===== src/rtl/rx_crc_chk_pkg.sv =====
// Shared widths, polynomial and FSM encoding for the receive CRC checker
// and its serial divider.
package rx_crc_chk_pkg;

  localparam int DATA_LENGTH   = 8;
  localparam int CRC_LENGTH    = 8;
  localparam int CW_LENGTH     = DATA_LENGTH + CRC_LENGTH;
  localparam int CNT_WIDTH     = 4;
  localparam int ERR_CNT_WIDTH = 8;

  localparam logic [CRC_LENGTH-1:0] CRC_POLY = 8'h07;

  typedef enum logic [1:0] {
    RX_IDLE = 2'd0,
    RX_CALC = 2'd1,
    RX_CHK  = 2'd2
  } rx_state_e;

endpackage


===== src/rtl/rx_crc_chk_div.sv =====
// Serial mod-2 divider: holds {data, zeros} and performs one long-division
// step per cycle; the upper CRC bits are the running remainder.
module crc_serial_div
  import rx_crc_chk_pkg::*;
#(
  parameter int                DW   = DATA_LENGTH,
  parameter int                CW   = CRC_LENGTH,
  parameter logic [CW-1:0]     POLY = CRC_POLY
) (
  input  logic          clk,
  input  logic          rst_n,
  input  logic          load_i,
  input  logic          step_i,
  input  logic [DW-1:0] data_i,
  output logic [CW-1:0] rem_o
);

  logic [DW+CW-1:0] div_q;
  logic [DW+CW-1:0] div_d;

  always_comb begin
    div_d = div_q;
    if (load_i) begin
      div_d = {data_i, {CW{1'b0}}};
    end else if (step_i) begin
      // MSB drops out; subtract the polynomial when it was set
      div_d[DW+CW-1:DW] = div_q[DW+CW-2:DW-1]
                        ^ (div_q[DW+CW-1] ? POLY : '0);
      div_d[DW-1:0]     = {div_q[DW-2:0], 1'b0};
    end
  end

  always_ff @(posedge clk or negedge rst_n) begin
    if (!rst_n) div_q <= '0;
    else        div_q <= div_d;
  end

  assign rem_o = div_q[DW+CW-1:DW];

endmodule


===== config.mk =====
export PLATFORM = sky130hd
export DESIGN_NAME = crc_serial_div
export DESIGN_NICKNAME = d
export VERILOG_FILES = /design/src/rtl/rx_crc_chk_pkg.sv /design/src/rtl/rx_crc_chk_div.sv
export SDC_FILE = /design/constraint.sdc
export NUM_CORES = 1
export LEC_CHECK = 0
export BUFFER_PORTS_ARGS = -buffer_cell sky130_fd_sc_hd__buf_2
export CAP_MARGIN = 30
export CELL_PAD_IN_SITES_DETAIL_PLACEMENT = 1
export CELL_PAD_IN_SITES_GLOBAL_PLACEMENT = 2
export CORE_UTILIZATION = 26
export DETAILED_ROUTE_END_ITERATION = 16
export GPL_TIMING_DRIVEN = 1
export PLACE_DENSITY = 0.85
export SETUP_SLACK_MARGIN = 0.15
export SLEW_MARGIN = 40
export SYNTH_ARGS = -nofsm -noshare
export SYNTH_HDL_FRONTEND = slang
export SYNTH_SLANG_ARGS = --single-unit

===== constraint.sdc =====
create_clock -name clk -period 1.35 [get_ports clk]
set_clock_uncertainty 0.1 [all_clocks]
set_input_delay 0.0675 -clock clk [delete_from_list [all_inputs] [get_ports clk]]
set_output_delay 0.0675 -clock clk [all_outputs]
set_load 0.05 [all_outputs]

After elaboration in Yosys (flattened, before gate mapping)
Index checks and enable logic that the tools add are counted.
{"block": "classes", "muxes": 3, "n_bitwise": 1, "n_reduce_logical": 1}
{"cell": "$mux W16", "count": 2}
{"cell": "$xor A8 B3 Y8", "count": 1}
{"cell": "$mux W3", "count": 1}
{"cell": "$reduce_bool A2 Y1", "count": 1}
{"block": "word_totals", "regBits": 16, "out_inout_bits": 8}

Depth between registers and ports, before layout
{"block": "depth", "word_depth": 4, "ltp_mapped": 3, "depth_no_buf": 2}

Worst setup path before layout
No wires, ideal clock.
{"block": "synth_path", "kind": "reg-to-reg", "from": "reg, netlist name div_q[9]", "to": "reg div_q[9]", "setup_ps": 80, "arrival_ps": 1100, "required_ps": 1170, "setup_slack_ps": 70, "path_stages_with_launch": 3, "path_buffers": 0, "synth_period_minus_slack_ps": 1280, "path_cell_list": "dfrtp_1 > or3b_1 > o211ai_2"}
{"element": "to (signal assigned)", "line": "rx_crc_chk_div.sv:35", "source": "else div_q <= div_d;"}
{"element": "to (decl)", "line": "rx_crc_chk_div.sv:18", "source": "logic [DW+CW-1:0] div_q;"}

Worst setup path in the final report
{"block": "layout_path", "from": "reg div_q[15]", "to": "out rem_o[7]"}
{"element": "to (decl)", "line": "rx_crc_chk_div.sv:15", "source": "output logic [CW-1:0] rem_o"}
No word-level cell between the ends.

==> results.md <==
* Top reg by flops: div_q
* Row cnt at 13
* Top-area cell type share of the netlist area at 49.7%
* Top FF cell, synth: dfrtp_1
* Largest cells by area after synthesis: dfrtp_1, mux2i_1, o21ai_0
* Worst EP arrival at 960 ps
* Area grow syn2layout at 56.2%
* DRT Pass-1 Iters at 3
* Status: finished, final reports clean
* Post-route cell area at 629 µm²
* Place WS at 350 ps
* Reg area at 203 µm²
* Total Wirelength at 1060 µm
* Post-synth ARST share at 100%
* Final count of pins violating max slew at 0
* Cts bufs inserted at 3
* Seq pwr share at 40.2%
* Seq/Total Area, Yosys at 49.7%
* Fin nets at 81
* Power share of the clock group at 27.0%
* Routability cong. at 0.676
* Mean Syn Cell Area at 10.9 µm²
* Switching share of total power at 35.8%
* Max rail drop VDD at 0.000733 V
* Multi-input logic area at 186 µm²
* HPWL Detailed at 750 µm
* Worst slew pin tran at 251 ps
* Max reg flops at 8
* Worst R2R Start: div_q[10]
* Total gr overflow at 0
* PD cells at 1150 mW/mm²
* Finished Core Util at 46.1%
* Gate Count Post-Synth at 37
* Mapped Area at 403 µm²
* Vias per Instance at 4.52
* P_sw at 0.260 mW
* CTS Sinks at 8
* Die height at 41.4 µm
* Root Buffer: clkbuf_4
* Initial Util at 29.5%
* CTS tree: built
* Final hold vios at 0
* Tcrit/Tclk final at 83.6%
* Family with the most delay on the worst path: flip-flops
* Worst hold start: load_i
* Largest net degree at the start of global routing at 15
* Total GRT Usage at 16.0%
* CTS max path bufs at 2
* Top flop regs: div_q: 8 flops
* Crit Path Max Fanout at 5
* HP Class: in2reg
* Via count at 375
* CTS clk-pin slew, worst paths at 60 ps
* Seq cells post-synth at 8
* Placement Cell Area at 510 µm²
* Unrepaired setup endpoints after global routing: false
* Fillers at 170
* Cell variety after synth at 10
* Die Area at 0.00171 mm²
* CP Class: reg2out
* Slowest CP cell: dfrtp_1
* Number of flops mapped to enable cells by yosys at 0
* H-Tree Depth at 1
* CP Launch Type: flop
* Post-CTS Setup Inserts at 0
* CP max stage delay at 440 ps
* Setup crit start: div_q[15]
* Largest area contributor in the netlist: dfrtp_1
* Top Ports at 20
* Worst path bufs/invs at 1
* Final setup fails at 0
* Worst slew margin at 83.4%
* Number of global-route vias before repair at 388
* Initial antenna violation count at 0
* Initial DRC Count at 6
* Detail Route Antenna Nets at 0
* Comb pwr share at 32.9%
* Cell Int Power at 0.465 mW
* Post-synth top cells: dfrtp_1, nand2_1, mux2i_1, o21ai_0
* WL/cell at 12.8 µm
* Tmin final at 1130 ps
* Max Cap Viol at 0
* I/O Buffers at 19
* First-pass GRT wire length at 1640 µm
* Fraction of layout cells with a size suffix above 1 at 39.7%
* Later-pin clock latency in the skew report at 250 ps
* Hold slack at 75.5 ps
* Mapped Nets at 49
* DRC viols at 0
* Total core area at 0.00137 mm²
* DIE WIDTH at 41.4 µm
* Leak at 0.312 nW
* Critical path data required time at 1180 ps
* Inserted Diodes at 0
* CP Cell Sequence: clkbuf_4
* Setup_tns at 0 ps
* Fmax at 0.886 GHz
* Synth Warn # at 0
* Setup ws final at 222 ps
* Crit end category: output pin
## power by group through the flow
stage / clock (mW) / sequential [mW] / combinational, mW
final: 0.195 / 0.291 / 0.238
after global routing: 0.228 / 0.295 / 0.256
after CTS: 0.204 / 0.292 / 0.239
after detailed placement: 0 / 0.295 / 0.219
after global placement: 0 / 0.294 / 0.216
after floorplan: 0 / 0.388 / 0.0624
## placed cells by master (no fill, tap or decap)
| cell type | count |
|---|---|
| dfrtp_1 | 6 |
| nand2_1 | 8 |
| xnor2_1 | 2 |
| mux2i_1 | 6 |
| nand2b_1 | 1 |
| buf_2 | 18 |
| dfrtp_2 | 2 |
| clkbuf_1 | 1 |
| buf_4 | 1 |
| o21ai_0 | 6 |
| or3b_1 | 2 |
| o211ai_2 | 2 |
| clkbuf_4 | 4 |
| dlygate4sd3_1 | 9 |
## cells by family after synthesis
kind of cell / count (synthesis) / share of synthesized area (%)
XOR/XNOR: 2 / 4.35
buffers and inverters: 2 / 4.04
AO/OA/AOI/OAI: 8 / 13.7
multiplexers: 6 / 14.9
AND/OR/NAND/NOR: 11 / 13.4
flip-flops: 8 / 49.7
## final timing paths
path,slack (ps),end,cells after the start
worst max register to register,360,div_q[10],2
max in group asynchronous,840,div_q[10],2
worst min-delay path,80,div_q[9],3
min in group asynchronous,120,div_q[8],2
worst min register to register,500,div_q[11],2
worst max-delay path,220,rem_o[7],1
## layer usage
metal  vias to the layer above  wire [µm]  GRT usage [%]
met4                         0          0           2.42
met1                       173        477           17.1
met3                         0         54           7.98
met5                         -          0              0
met2                        13        529           28.5
li1                        189          -              -
## per-stage QoR
stage                     total power, mW  std cells
after floorplan                     0.450         37
after global placement              0.510         70
after detailed placement            0.515         70
after CTS                           0.735         83
after global routing                0.780         83
final                               0.725         83
## timing repair
item | CTS | global route
hold endpoints to repair | 16 | 0
hold buffers | 9 | 0
endpoints found under the setup margin | 0 | 1
gates resized for setup | 0 | 1
## area by class of cell
cell class | instances | share of cell area (%)
Tap cell | 15 | 2.98
Multi-Input combinational cell | 27 | 29.6
Clock buffer | 4 | 4.17
Timing Repair Buffer | 29 | 31.0
Sequential cell | 8 | 32.2
Power figures use the tool's default switching activity.
